**src/rtl/image_stream_tx_if.sv**
```systemverilog
// Bundle of frame-buffer read port, byte-stream output and control handshake for image_stream_tx.
// The master side is the transmitter; the slave side is its environment (frame buffer, sink, controller).
interface image_stream_tx_if #(
    parameter int ADDR_W = 17
) ();
    logic              start;
    logic              pix_rd_en;
    logic [ADDR_W-1:0] pix_addr;
    logic [7:0]        pix_data;
    logic [7:0]        tx_data;
    logic              tx_valid;
    logic              tx_ready;
    logic              busy;
    logic              done;

    modport master (
        input  start, pix_data, tx_ready,
        output pix_rd_en, pix_addr, tx_data, tx_valid, busy, done
    );

    modport slave (
        output start, pix_data, tx_ready,
        input  pix_rd_en, pix_addr, tx_data, tx_valid, busy, done
    );
endinterface

```
**src/rtl/image_stream_tx.sv**
```systemverilog
// Streams one frame as FF D8 <pixels with 0xFF->FF 00 stuffing> FF D9, prefetching pixels from a
// one-cycle-latency frame buffer through a two-entry buffer so a ready sink sees no bubbles.
module image_stream_tx #(
    parameter int IMG_WIDTH  = 320,
    parameter int IMG_HEIGHT = 240,
    parameter int ADDR_W     = 17
) (
    input  logic               clk,
    input  logic               reset,
    image_stream_tx_if.master  bus
);
    localparam int NPIX      = IMG_WIDTH * IMG_HEIGHT;
    localparam int LAST_ADDR = NPIX - 1;
    localparam int X_LAST    = IMG_WIDTH - 1;
    localparam int XW        = (IMG_WIDTH > 1) ? $clog2(IMG_WIDTH) : 1;
    localparam int YW        = (IMG_HEIGHT > 1) ? $clog2(IMG_HEIGHT) : 1;
    localparam int PW        = ADDR_W + 1;

    localparam logic [PW-1:0]     NPIX_C      = NPIX[PW-1:0];
    localparam logic [ADDR_W-1:0] LAST_ADDR_C = LAST_ADDR[ADDR_W-1:0];
    localparam logic [XW-1:0]     X_LAST_C    = X_LAST[XW-1:0];

    typedef enum logic [2:0] {
        IDLE   = 3'd0,
        SOI_FF = 3'd1,
        SOI_D8 = 3'd2,
        DATA   = 3'd3,
        STUFF  = 3'd4,
        EOI_FF = 3'd5,
        EOI_D9 = 3'd6
    } state_t;

    state_t            state_q;
    logic [7:0]        tx_data_q;
    logic              tx_valid_q, busy_q, done_q, rd_en_q, inflight_q, rd_done_q;
    logic [ADDR_W-1:0] addr_q, nxt_addr_q;
    logic [XW-1:0]     x_q;
    logic [YW-1:0]     y_q;
    logic [7:0]        fifo0_q, fifo1_q;
    logic [1:0]        cnt_q;
    logic [PW-1:0]     pop_cnt_q;

    logic              xfer_s, avail_s, last_sent_s, load_s, pop_fifo_s, push_s, issue_s;
    logic [7:0]        head_s, fifo0_d, fifo1_d;
    logic [1:0]        cnt_d;
    logic [2:0]        tokens_s;
    logic [ADDR_W-1:0] cur_addr_s;
    logic [XW-1:0]     cur_x_s;
    logic [YW-1:0]     cur_y_s;

    // Pixel buffer bookkeeping: the in-flight read can bypass straight into the output byte register.
    always_comb begin
        xfer_s      = tx_valid_q & bus.tx_ready;
        avail_s     = (cnt_q != 2'd0) | inflight_q;
        head_s      = (cnt_q != 2'd0) ? fifo0_q : bus.pix_data;
        last_sent_s = (pop_cnt_q == NPIX_C);
        case (state_q)
            SOI_D8:  load_s = xfer_s & avail_s;
            DATA:    load_s = avail_s & ~last_sent_s & (~tx_valid_q | (xfer_s & (tx_data_q != 8'hFF)));
            STUFF:   load_s = xfer_s & avail_s & ~last_sent_s;
            default: load_s = 1'b0;
        endcase
        pop_fifo_s = load_s & (cnt_q != 2'd0);
        push_s     = inflight_q & ~(load_s & (cnt_q == 2'd0));
        fifo0_d    = fifo0_q;
        fifo1_d    = fifo1_q;
        if (pop_fifo_s) begin
            fifo0_d = fifo1_q;
        end else begin
            fifo0_d = fifo0_q;
        end
        if (push_s) begin
            if ((cnt_q - {1'b0, pop_fifo_s}) == 2'd0) begin
                fifo0_d = bus.pix_data;
            end else begin
                fifo1_d = bus.pix_data;
            end
        end else begin
            fifo1_d = fifo1_q;
        end
        cnt_d    = cnt_q - {1'b0, pop_fifo_s} + {1'b0, push_s};
        // Reads issued but not yet sent never exceed two, which bounds the buffer depth.
        tokens_s = {1'b0, cnt_q} + {2'b00, inflight_q} + {2'b00, rd_en_q} - {2'b00, load_s};
        if (state_q == IDLE) begin
            cur_addr_s = '0;
            cur_x_s    = '0;
            cur_y_s    = '0;
            issue_s    = bus.start;
        end else begin
            cur_addr_s = nxt_addr_q;
            cur_x_s    = x_q;
            cur_y_s    = y_q;
            issue_s    = ~rd_done_q & (tokens_s < 3'd2);
        end
    end

    // Frame FSM together with the read prefetcher and pixel buffer.
    always_ff @(posedge clk) begin
        if (reset) begin
            state_q    <= IDLE;
            tx_data_q  <= 8'h00;
            tx_valid_q <= 1'b0;
            busy_q     <= 1'b0;
            done_q     <= 1'b0;
            rd_en_q    <= 1'b0;
            inflight_q <= 1'b0;
            rd_done_q  <= 1'b0;
            addr_q     <= '0;
            nxt_addr_q <= '0;
            x_q        <= '0;
            y_q        <= '0;
            fifo0_q    <= 8'h00;
            fifo1_q    <= 8'h00;
            cnt_q      <= 2'd0;
            pop_cnt_q  <= '0;
        end else begin
            done_q     <= 1'b0;
            rd_en_q    <= issue_s;
            inflight_q <= rd_en_q;
            fifo0_q    <= fifo0_d;
            fifo1_q    <= fifo1_d;
            cnt_q      <= cnt_d;
            if (issue_s) begin
                addr_q    <= cur_addr_s;
                rd_done_q <= (cur_addr_s == LAST_ADDR_C);
                if (cur_addr_s != LAST_ADDR_C) begin
                    nxt_addr_q <= cur_addr_s + ADDR_W'(1);
                    if (cur_x_s == X_LAST_C) begin
                        x_q <= '0;
                        y_q <= cur_y_s + YW'(1);
                    end else begin
                        x_q <= cur_x_s + XW'(1);
                    end
                end
            end
            if (load_s) begin
                tx_data_q  <= head_s;
                tx_valid_q <= 1'b1;
                pop_cnt_q  <= pop_cnt_q + PW'(1);
            end
            case (state_q)
                IDLE: begin
                    if (bus.start) begin
                        state_q    <= SOI_FF;
                        tx_data_q  <= 8'hFF;
                        tx_valid_q <= 1'b1;
                        busy_q     <= 1'b1;
                        pop_cnt_q  <= '0;
                    end else begin
                        tx_valid_q <= 1'b0;
                    end
                end
                SOI_FF: begin
                    if (xfer_s) begin
                        state_q   <= SOI_D8;
                        tx_data_q <= 8'hD8;
                    end
                end
                SOI_D8: begin
                    if (xfer_s) begin
                        state_q <= DATA;
                        if (!load_s) begin
                            tx_valid_q <= 1'b0;
                        end
                    end
                end
                DATA: begin
                    if (load_s) begin
                        state_q <= DATA;
                    end else if (xfer_s && tx_data_q == 8'hFF) begin
                        state_q   <= STUFF;
                        tx_data_q <= 8'h00;
                    end else if (xfer_s && last_sent_s) begin
                        state_q   <= EOI_FF;
                        tx_data_q <= 8'hFF;
                    end else if (xfer_s) begin
                        tx_valid_q <= 1'b0;
                    end
                end
                STUFF: begin
                    if (xfer_s && last_sent_s) begin
                        state_q   <= EOI_FF;
                        tx_data_q <= 8'hFF;
                    end else if (xfer_s) begin
                        state_q <= DATA;
                        if (!load_s) begin
                            tx_valid_q <= 1'b0;
                        end
                    end
                end
                EOI_FF: begin
                    if (xfer_s) begin
                        state_q   <= EOI_D9;
                        tx_data_q <= 8'hD9;
                    end
                end
                EOI_D9: begin
                    if (xfer_s) begin
                        state_q    <= IDLE;
                        tx_data_q  <= 8'h00;
                        tx_valid_q <= 1'b0;
                        busy_q     <= 1'b0;
                        done_q     <= 1'b1;
                    end
                end
                default: begin
                    state_q <= IDLE;
                end
            endcase
        end
    end

    assign bus.tx_data   = tx_data_q;
    assign bus.tx_valid  = tx_valid_q;
    assign bus.busy      = busy_q;
    assign bus.done      = done_q;
    assign bus.pix_rd_en = rd_en_q;
    assign bus.pix_addr  = addr_q;
endmodule

```
**src/flat_wrapper.sv**
```systemverilog
// flat-port wrapper written by rule: the top's interface ports become plain ports
module image_stream_tx_flat 
#(
    parameter int IMG_WIDTH  = 320,
    parameter int IMG_HEIGHT = 240,
    parameter int ADDR_W     = 17
)
  (clk, reset, bus_start, bus_pix_data, bus_tx_ready, bus_pix_rd_en, bus_pix_addr, bus_tx_data, bus_tx_valid, bus_busy, bus_done);
  image_stream_tx_if #(.ADDR_W(ADDR_W)) bus_i ();
  input  logic clk;
  input  logic reset;
  input wire logic [$bits(bus_i.start)-1:0] bus_start;
  input wire logic [$bits(bus_i.pix_data)-1:0] bus_pix_data;
  input wire logic [$bits(bus_i.tx_ready)-1:0] bus_tx_ready;
  output wire logic [$bits(bus_i.pix_rd_en)-1:0] bus_pix_rd_en;
  output wire logic [$bits(bus_i.pix_addr)-1:0] bus_pix_addr;
  output wire logic [$bits(bus_i.tx_data)-1:0] bus_tx_data;
  output wire logic [$bits(bus_i.tx_valid)-1:0] bus_tx_valid;
  output wire logic [$bits(bus_i.busy)-1:0] bus_busy;
  output wire logic [$bits(bus_i.done)-1:0] bus_done;
  assign bus_i.start = bus_start;
  assign bus_i.pix_data = bus_pix_data;
  assign bus_i.tx_ready = bus_tx_ready;
  assign bus_pix_rd_en = bus_i.pix_rd_en;
  assign bus_pix_addr = bus_i.pix_addr;
  assign bus_tx_data = bus_i.tx_data;
  assign bus_tx_valid = bus_i.tx_valid;
  assign bus_busy = bus_i.busy;
  assign bus_done = bus_i.done;
  image_stream_tx #(.IMG_WIDTH(IMG_WIDTH), .IMG_HEIGHT(IMG_HEIGHT), .ADDR_W(ADDR_W)) u_core (.clk(clk), .reset(reset), .bus(bus_i));
endmodule
```
**config.mk**
```make
export PLATFORM = sky130hd
export DESIGN_NAME = image_stream_tx_flat
export DESIGN_NICKNAME = d
export VERILOG_FILES = /design/src/rtl/image_stream_tx_if.sv /design/src/rtl/image_stream_tx.sv /design/src/flat_wrapper.sv
export SDC_FILE = /design/constraint.sdc
export NUM_CORES = 1
export LEC_CHECK = 0
export ABC_AREA = 1
export ABC_CLOCK_PERIOD_IN_PS = 12230
export BUFFER_PORTS_ARGS = -buffer_cell sky130_fd_sc_hd__buf_2
export CAP_MARGIN = 20
export CORE_ASPECT_RATIO = 1.2
export CORE_MARGIN = 1
export CORE_UTILIZATION = 65
export CTS_CLUSTER_SIZE = 40
export DETAILED_ROUTE_END_ITERATION = 10
export HOLD_SLACK_MARGIN = 0.12
export PLACE_DENSITY = 0.83
export SLEW_MARGIN = 30
export SYNTH_ARGS = -nofsm -noshare
export SYNTH_HDL_FRONTEND = slang
export SYNTH_SLANG_ARGS = --single-unit
```
**constraint.sdc**
```tcl
create_clock -name clk -period 12.23 [get_ports clk]
set_input_delay 3.669 -clock clk [delete_from_list [all_inputs] [get_ports clk]]
set_output_delay 3.669 -clock clk [all_outputs]
set_load 0.02 [all_outputs]
```
==> impl_metrics.toml, run 1 <==
[floorplanning]
die_h_um = 96.76
ios = 41
die-area_um2 = 7833
dieWidth_um = 80.96
start_util_pct = 67.25
row_count = 34
core_area_um2 = 7232

[detailed_routing]
drt-total-wl_um = 11590
ant_nets = 0
num_vias = 4819
drtIter0Drc = 292
drc = 0
firstDrtPassIters = 5
viasPerCell = 5.669
avgRoutedWirePerCell_um = 13.63

[setup_path]
cp.arrival_ns = 8.26
timing.rr.end = "u_core.nxt_addr_q[8]$_SDFFE_PP0P_"
setup.worst_path.end_class = "register"
worstSetupPathType = "in2reg"
rr_startpoint = "u_core.pop_cnt_q[16]$_SDFF_PP0_"
timing.critical_path.from = "bus_tx_ready"
r2r_setup_slack_ns = 7.07
crit_required_ns = 12.46
crit_end = "u_core.nxt_addr_q[8]$_SDFFE_PP0P_"
crit_path_max_fanout = 36
ff2ff_path_depth = 23
cp-start-kind = "input pin"

[sta]
finalSetupTns_ns = 0
worstMarginPinSlew_ns = 0.6805
finClkSkew_ns = 0.01463
whs_ns = 0.4645
finalMaxSlewViolations = 0
grt_setup_unrepaired = "no"
fmax_mhz = 124.5
post-route-min-period_ns = 8.031
hold_viol = 0
fin_crit_sh_pct = 65.67
max_slew_margin_pct = 54.38
finalSetupViolations = 0

[logic_synthesis]
yosysMostFrequentCell = "nand2_1"
synth_flop_cell = "dfxtp_1"
synth_area_leader_cell = "dfxtp_1"
synth_cell_types = 42
yosys.area_share.simple_pct = 35.61
synth_compound_gate_area_share_pct = 12.40
ys_seq_area_share_pct = 35.81
syn_inst = 731
synth_top_family_by_area = "simple AND/OR/NAND/NOR gates"
ys_warn_count = 0
async_flop_share_pct = 0
synth_commonest_cells = "nand2_1 (188), dfxtp_1 (87), nor2_1 (87)"
netlist_area_um2 = 4863
yosys.area_share.adder_pct = 2.213
synth-edff-count = 0
syn_avg_cell_area_um2 = 6.653
syn_nets = 751
synthTopCellsByArea = "dfxtp_1 (36%), nand2_1 (15%), nor2_1 (6.7%)"
synthMuxAreaShare_pct = 0
synth.top_cell.area_share_pct = 35.81
yosys.area_share.xor_xnor_pct = 4.502
ys_ff_latch = 87

[cts]
htreeDepth = 3
clockBufferDepth = 2
clk_pin_slew_ns = 0.09
cts_made_buffers = 9
cts_resized = 0
cts_setup_buffers = 0
clockRootBuffer = "clkbuf_8"
cts_tree = "built"
clock_sinks = 87
clock_latency_ns = 0.36
ctsHoldBuffers = 0

[hold_path]
min_path_type = "reg2reg"

[placed_design]
globalplace.congestion = 0.9117
port_buffers = 40
post_dp_cell_area_um2 = 5030
hpwl_um = 8295
dp.cells = 833

[power]
p_switching_mw = 0.4310
power.internal_mw = 0.5243
p_total_mw = 0.9553
clock_power_share_pct = 20.8
p_sw_share_pct = 45.12
power_density_nw_per_um2 = 181.9
p_seq_share_pct = 37.6
combPwrFrac_pct = 41.6
peakVddDrop_uv = 131.2
leakagePower_nw = 2.203

[cells_and_area]
antennaDiodeCount = 0
synthToLayoutAreaGrowth_pct = 8.001
drive_gt1_share_pct = 10.92
final_cells = 850
nets = 775
final_area_um2 = 5253

[grt]
antenna_found_initial = 0
grt_first_pass_wirelength_um = 19290
grt_max_degree = 53
grt_pass1_vias = 4293
gr-total-overflow = 0
gr-usage-all-layers_pct = 30.79

[outcome]
outcome = "completed"

[run]
maxCapViolations = 0
==> registers in the layout, summed over array words and instances (netlist names), 2 cells and up <==
signal               cells
u_core.bus.pix_addr     17
u_core.bus.tx_data       8
u_core.cnt_q             2
u_core.fifo0_q           8
u_core.fifo1_q           8
u_core.nxt_addr_q       17
u_core.pop_cnt_q        18
u_core.state_q           3
==> cells in the final DEF (no fill, tap or decap), types with 2 or more instances in the layout <==
master	count
a211oi_1	12
a21oi_1	52
buf_2	40
clkbuf_8	9
clkinv_1	3
clkinv_2	3
clkinv_4	3
dfxtp_1	87
ha_1	7
inv_1	71
inv_2	6
nand2_1	188
nand2_2	5
nand2_4	2
nand3_1	55
nand3b_1	2
nand4_1	14
nor2_1	87
nor2_2	3
nor3_1	19
nor3_2	3
nor3b_1	2
nor4_1	4
o21ai_0	28
o21ai_1	13
xnor2_1	6
xor2_1	19
==> routing by layer <==
metal,up-vias,global-route usage (%),part of all wire (%)
met2,190,50.74,48
met4,0,11.26,1.8
met3,24,3.302,5.8
met1,2184,40.85,44
li1,2421,-,-
met5,-,0,0
==> worst min-delay path by stage <==
stage,end,cells past startpoint,startpoint,slack (ns)
after global placement,u_core.bus.busy$_SDFFE_PP0P_,2,u_core.bus.busy$_SDFFE_PP0P_,0.44
after floorplan,u_core.fifo1_q[0]$_SDFFE_PP0P_,2,u_core.fifo1_q[0]$_SDFFE_PP0P_,0.44
final,u_core.bus.pix_addr[14]$_SDFFE_PP0P_,2,u_core.bus.pix_addr[14]$_SDFFE_PP0P_,0.46
after CTS,u_core.bus.pix_addr[14]$_SDFFE_PP0P_,2,u_core.bus.pix_addr[14]$_SDFFE_PP0P_,0.47
after global routing,u_core.fifo1_q[1]$_SDFFE_PP0P_,2,u_core.fifo1_q[1]$_SDFFE_PP0P_,0.49
after detailed placement,u_core.bus.pix_addr[8]$_SDFFE_PP0P_,2,u_core.bus.pix_addr[8]$_SDFFE_PP0P_,0.45
==> stage by stage <==
| step | setup WS (ns) | util (%) |
|---|---|---|
| detailed placement | 3.830 | 69.55 |
| global placement | 3.715 | 69.48 |
| CTS | 4.182 | 72.25 |
| global route | 3.720 | 72.63 |
| floorplan | 5.311 | - |
| finish | 4.199 | 72.63 |
==> worst max-delay path: stages <==
cell      delay, ns
buf_2          0.10
nand2_1        0.17
clkinv_1       0.28
nand2_1        0.22
nand2_4        0.09
nand2_8        0.15
clkinv_4       0.24
ha_1           0.35
inv_1          0.04
ha_1           0.26
a21o_1         0.17
fa_1           0.37
xnor2_1        0.14
nor3_2         0.53
nand2_1        0.11
nand2_1        0.32
nand2_1        0.34
inv_2          0.37
nand2_1        0.12
xnor2_1        0.15
nor2_1         0.05
==> area by class of cell <==
class	count	area [um2]
clock buffer	9	123.9
sequential	87	1742
multi-input combinational	535	2666
timing repair buffer	41	227.7
clock inverter	7	71.32
fill	648	1979
inverter	81	309.0
tap	90	112.6
==> power by group through the flow <==
stage               sequential [mW]  combinational [mW]  clock (mW)
floorplan                     0.374               0.305           0
global placement              0.363               0.381           0
detailed placement            0.365               0.389           0
CTS                           0.358               0.391       0.203
global route                  0.364               0.446       0.212
finish                        0.359               0.398       0.199
==> kinds of logic (layout without fill, tap and decap cells) <==
kind of cell	count (synthesis)	count (layout)
fa+ha+maj	8	8
buf+inv	109	138
simple gates	391	391
xor+xnor	25	25
compound gates	111	111
flops	87	87
(Power assumes the default switching activity.)
==> run 2, diff against run 1 <==
- ABC_CLOCK_PERIOD_IN_PS: 12230 -> 7050
- CORE_UTILIZATION: 65 -> 54
- PLACE_DENSITY: 0.83 -> 0.73
- clock period: 12.23 -> 7.05 ns (I/O delays scaled with it)
==> impl_metrics.toml, run 2 (synthesis gave the netlist of run 1 again) <==
[setup_path]
critPathSlowestCell = "fa_1"
cp.arrival_ns = 6.07
critical_path.top_delay_family = "simple AND/OR/NAND/NOR gates"
worstSetupPathType = "in2reg"
setup.worst_path.end_class = "register"
crit_path_max_fanout = 36
crit_required_ns = 7.27
cpPeakStageDelay_ns = 0.37
cp-start-kind = "input pin"
crit_top_cell = "nand2_1"
worstPathCellList = "buf_2 > nand2_1 > clkinv_1 > nand2_1 > nand2_4 > nand2_8 > clkinv_4 > ha_1 > inv_1 > ha_1 > a21o_1 > fa_1 > xnor2_1 > nor3_1 > nand2_1 > nand2_1 > nand2_1 > inv_2 > nand2_1 > nor2_1 > nor3b_2"
path_buf_inv = 5

[grt]
grt_pass1_vias = 4407
grt_max_degree = 53
antenna_found_initial = 0
gr-usage-all-layers_pct = 26.76
gr-total-overflow = 0
grt_first_pass_wirelength_um = 19970

[sta]
worstMarginPinSlew_ns = 0.5982
fmax_mhz = 170.8
post-route-min-period_ns = 5.855
max_slew_margin_pct = 60.07
finalSetupViolations = 0
finalMaxSlewViolations = 0
finalSetupTns_ns = 0
hold_viol = 0
finClkSkew_ns = 0.01254
fin_crit_sh_pct = 83.05
grt_setup_unrepaired = "no"

[power]
power_density_nw_per_um2 = 311.4
peakVddDrop_uv = 186.3
leakagePower_nw = 2.174

[cells_and_area]
antennaDiodeCount = 0
regMostFlops = "u_core.pop_cnt_q"
layout_commonest_cell = "nand2_1"
largest_reg_flops = 18
post-route-util_pct = 60.54
final_cells = 877
drive_gt1_share_pct = 10.53
mostFrequentLayoutCells = "nand2_1 (188), nor2_1 (87), dfxtp_1 (87)"
nets = 776
synthToLayoutAreaGrowth_pct = 7.770

[cts]
clockRootBuffer = "clkbuf_8"
cts_resized = 0
ctsHoldBuffers = 0
htreeDepth = 3
clockBufferDepth = 2
cts_setup_buffers = 0
clk_pin_slew_ns = 0.08
cts_made_buffers = 9
clock_latency_ns = 0.35
clock_sinks = 87
cts_tree = "built"

[detailed_routing]
drt-total-wl_um = 11660
drtIter0Drc = 273
viasPerCell = 5.324
num_vias = 4669
ant_nets = 0
drc = 0
avgRoutedWirePerCell_um = 13.29
firstDrtPassIters = 5

[placed_design]
port_buffers = 40
dp.cells = 862
hpwl_um = 8397
globalplace.congestion = 0.8889

[hold_path]
min_path_type = "reg2reg"

[run]
maxCapViolations = 0

[floorplanning]
ios = 41
die_h_um = 106.0
core_area_um2 = 8657
row_count = 37
die-area_um2 = 9391
dieWidth_um = 88.63
start_util_pct = 56.18

[outcome]
outcome = "completed"
## run 2: cell types whose count changed in the layout (fill, tap and decap cells not counted), moves of 2 or more
cell	before	now
buf_4	0	3
clkbuf_1	0	2
clkinv_2	3	1
clkinv_4	3	1
clkinvlp_4	0	2
## run 2: path summary, 6_finish.rpt
kind                                    from                            endpoint  slack [ns]  cells past startpoint
min             u_core.bus.busy$_SDFFE_PP0P_        u_core.bus.busy$_SDFFE_PP0P_        0.46                      2
max                             bus_tx_ready  u_core.nxt_addr_q[10]$_SDFFE_PP0P_        1.20                     21
max reg2reg  u_core.pop_cnt_q[16]$_SDFF_PP0_  u_core.nxt_addr_q[10]$_SDFFE_PP0P_        2.53                     23
min reg2reg     u_core.bus.busy$_SDFFE_PP0P_        u_core.bus.busy$_SDFFE_PP0P_        0.46                      2
## run 2: final cells by class
| cell class | count | area [um2] |
|---|---|---|
| clock buffer | 12 | 145.1 |
| clock inverter | 3 | 20.02 |
| fill | 842 | 3416 |
| inverter | 81 | 309.0 |
| multi-input combinational | 535 | 2661 |
| sequential | 87 | 1742 |
| tap | 117 | 146.4 |
| timing repair buffer | 42 | 217.7 |
## run 2: report_power, final
part / internal, mW / switching (mW)
clock: 0.136 / 0.170
combinational: 0.193 / 0.510
sequential: 0.562 / 0.0609
total: 0.891 / 0.741
## run 2: worst min-delay path: stages (launching register included)
cell and delay (ns):
dfxtp_1 0.32, nand2_1 0.06, a21oi_1 0.05
## run 2: per-layer routing
layer / part of all wire, % / track usage, % / vias to the layer above
li1: - / - / 2409
met1: 46 / 34.72 / 2108
met2: 47 / 43.13 / 142
met3: 5.2 / 5.435 / 10
met4: 1.1 / 10.60 / 0
met5: 0 / 0 / -
## run 2: through the flow
| stage | cell area (um2) | setup slack [ns] | total power, mW | hold WS, ns |
|---|---|---|---|---|
| CTS | 5239 | 1.220 | 1.642 | 0.4664 |
| detailed placement | 5074 | 0.8494 | 1.331 | 0.4534 |
| global placement | 5074 | 0.9941 | 1.321 | 0.4469 |
| global route | 5241 | 0.8119 | 1.766 | 0.4819 |
| floorplan | 4863 | 1.685 | 1.177 | 0.4410 |
| finish | 5241 | 1.195 | 1.632 | 0.4617 |
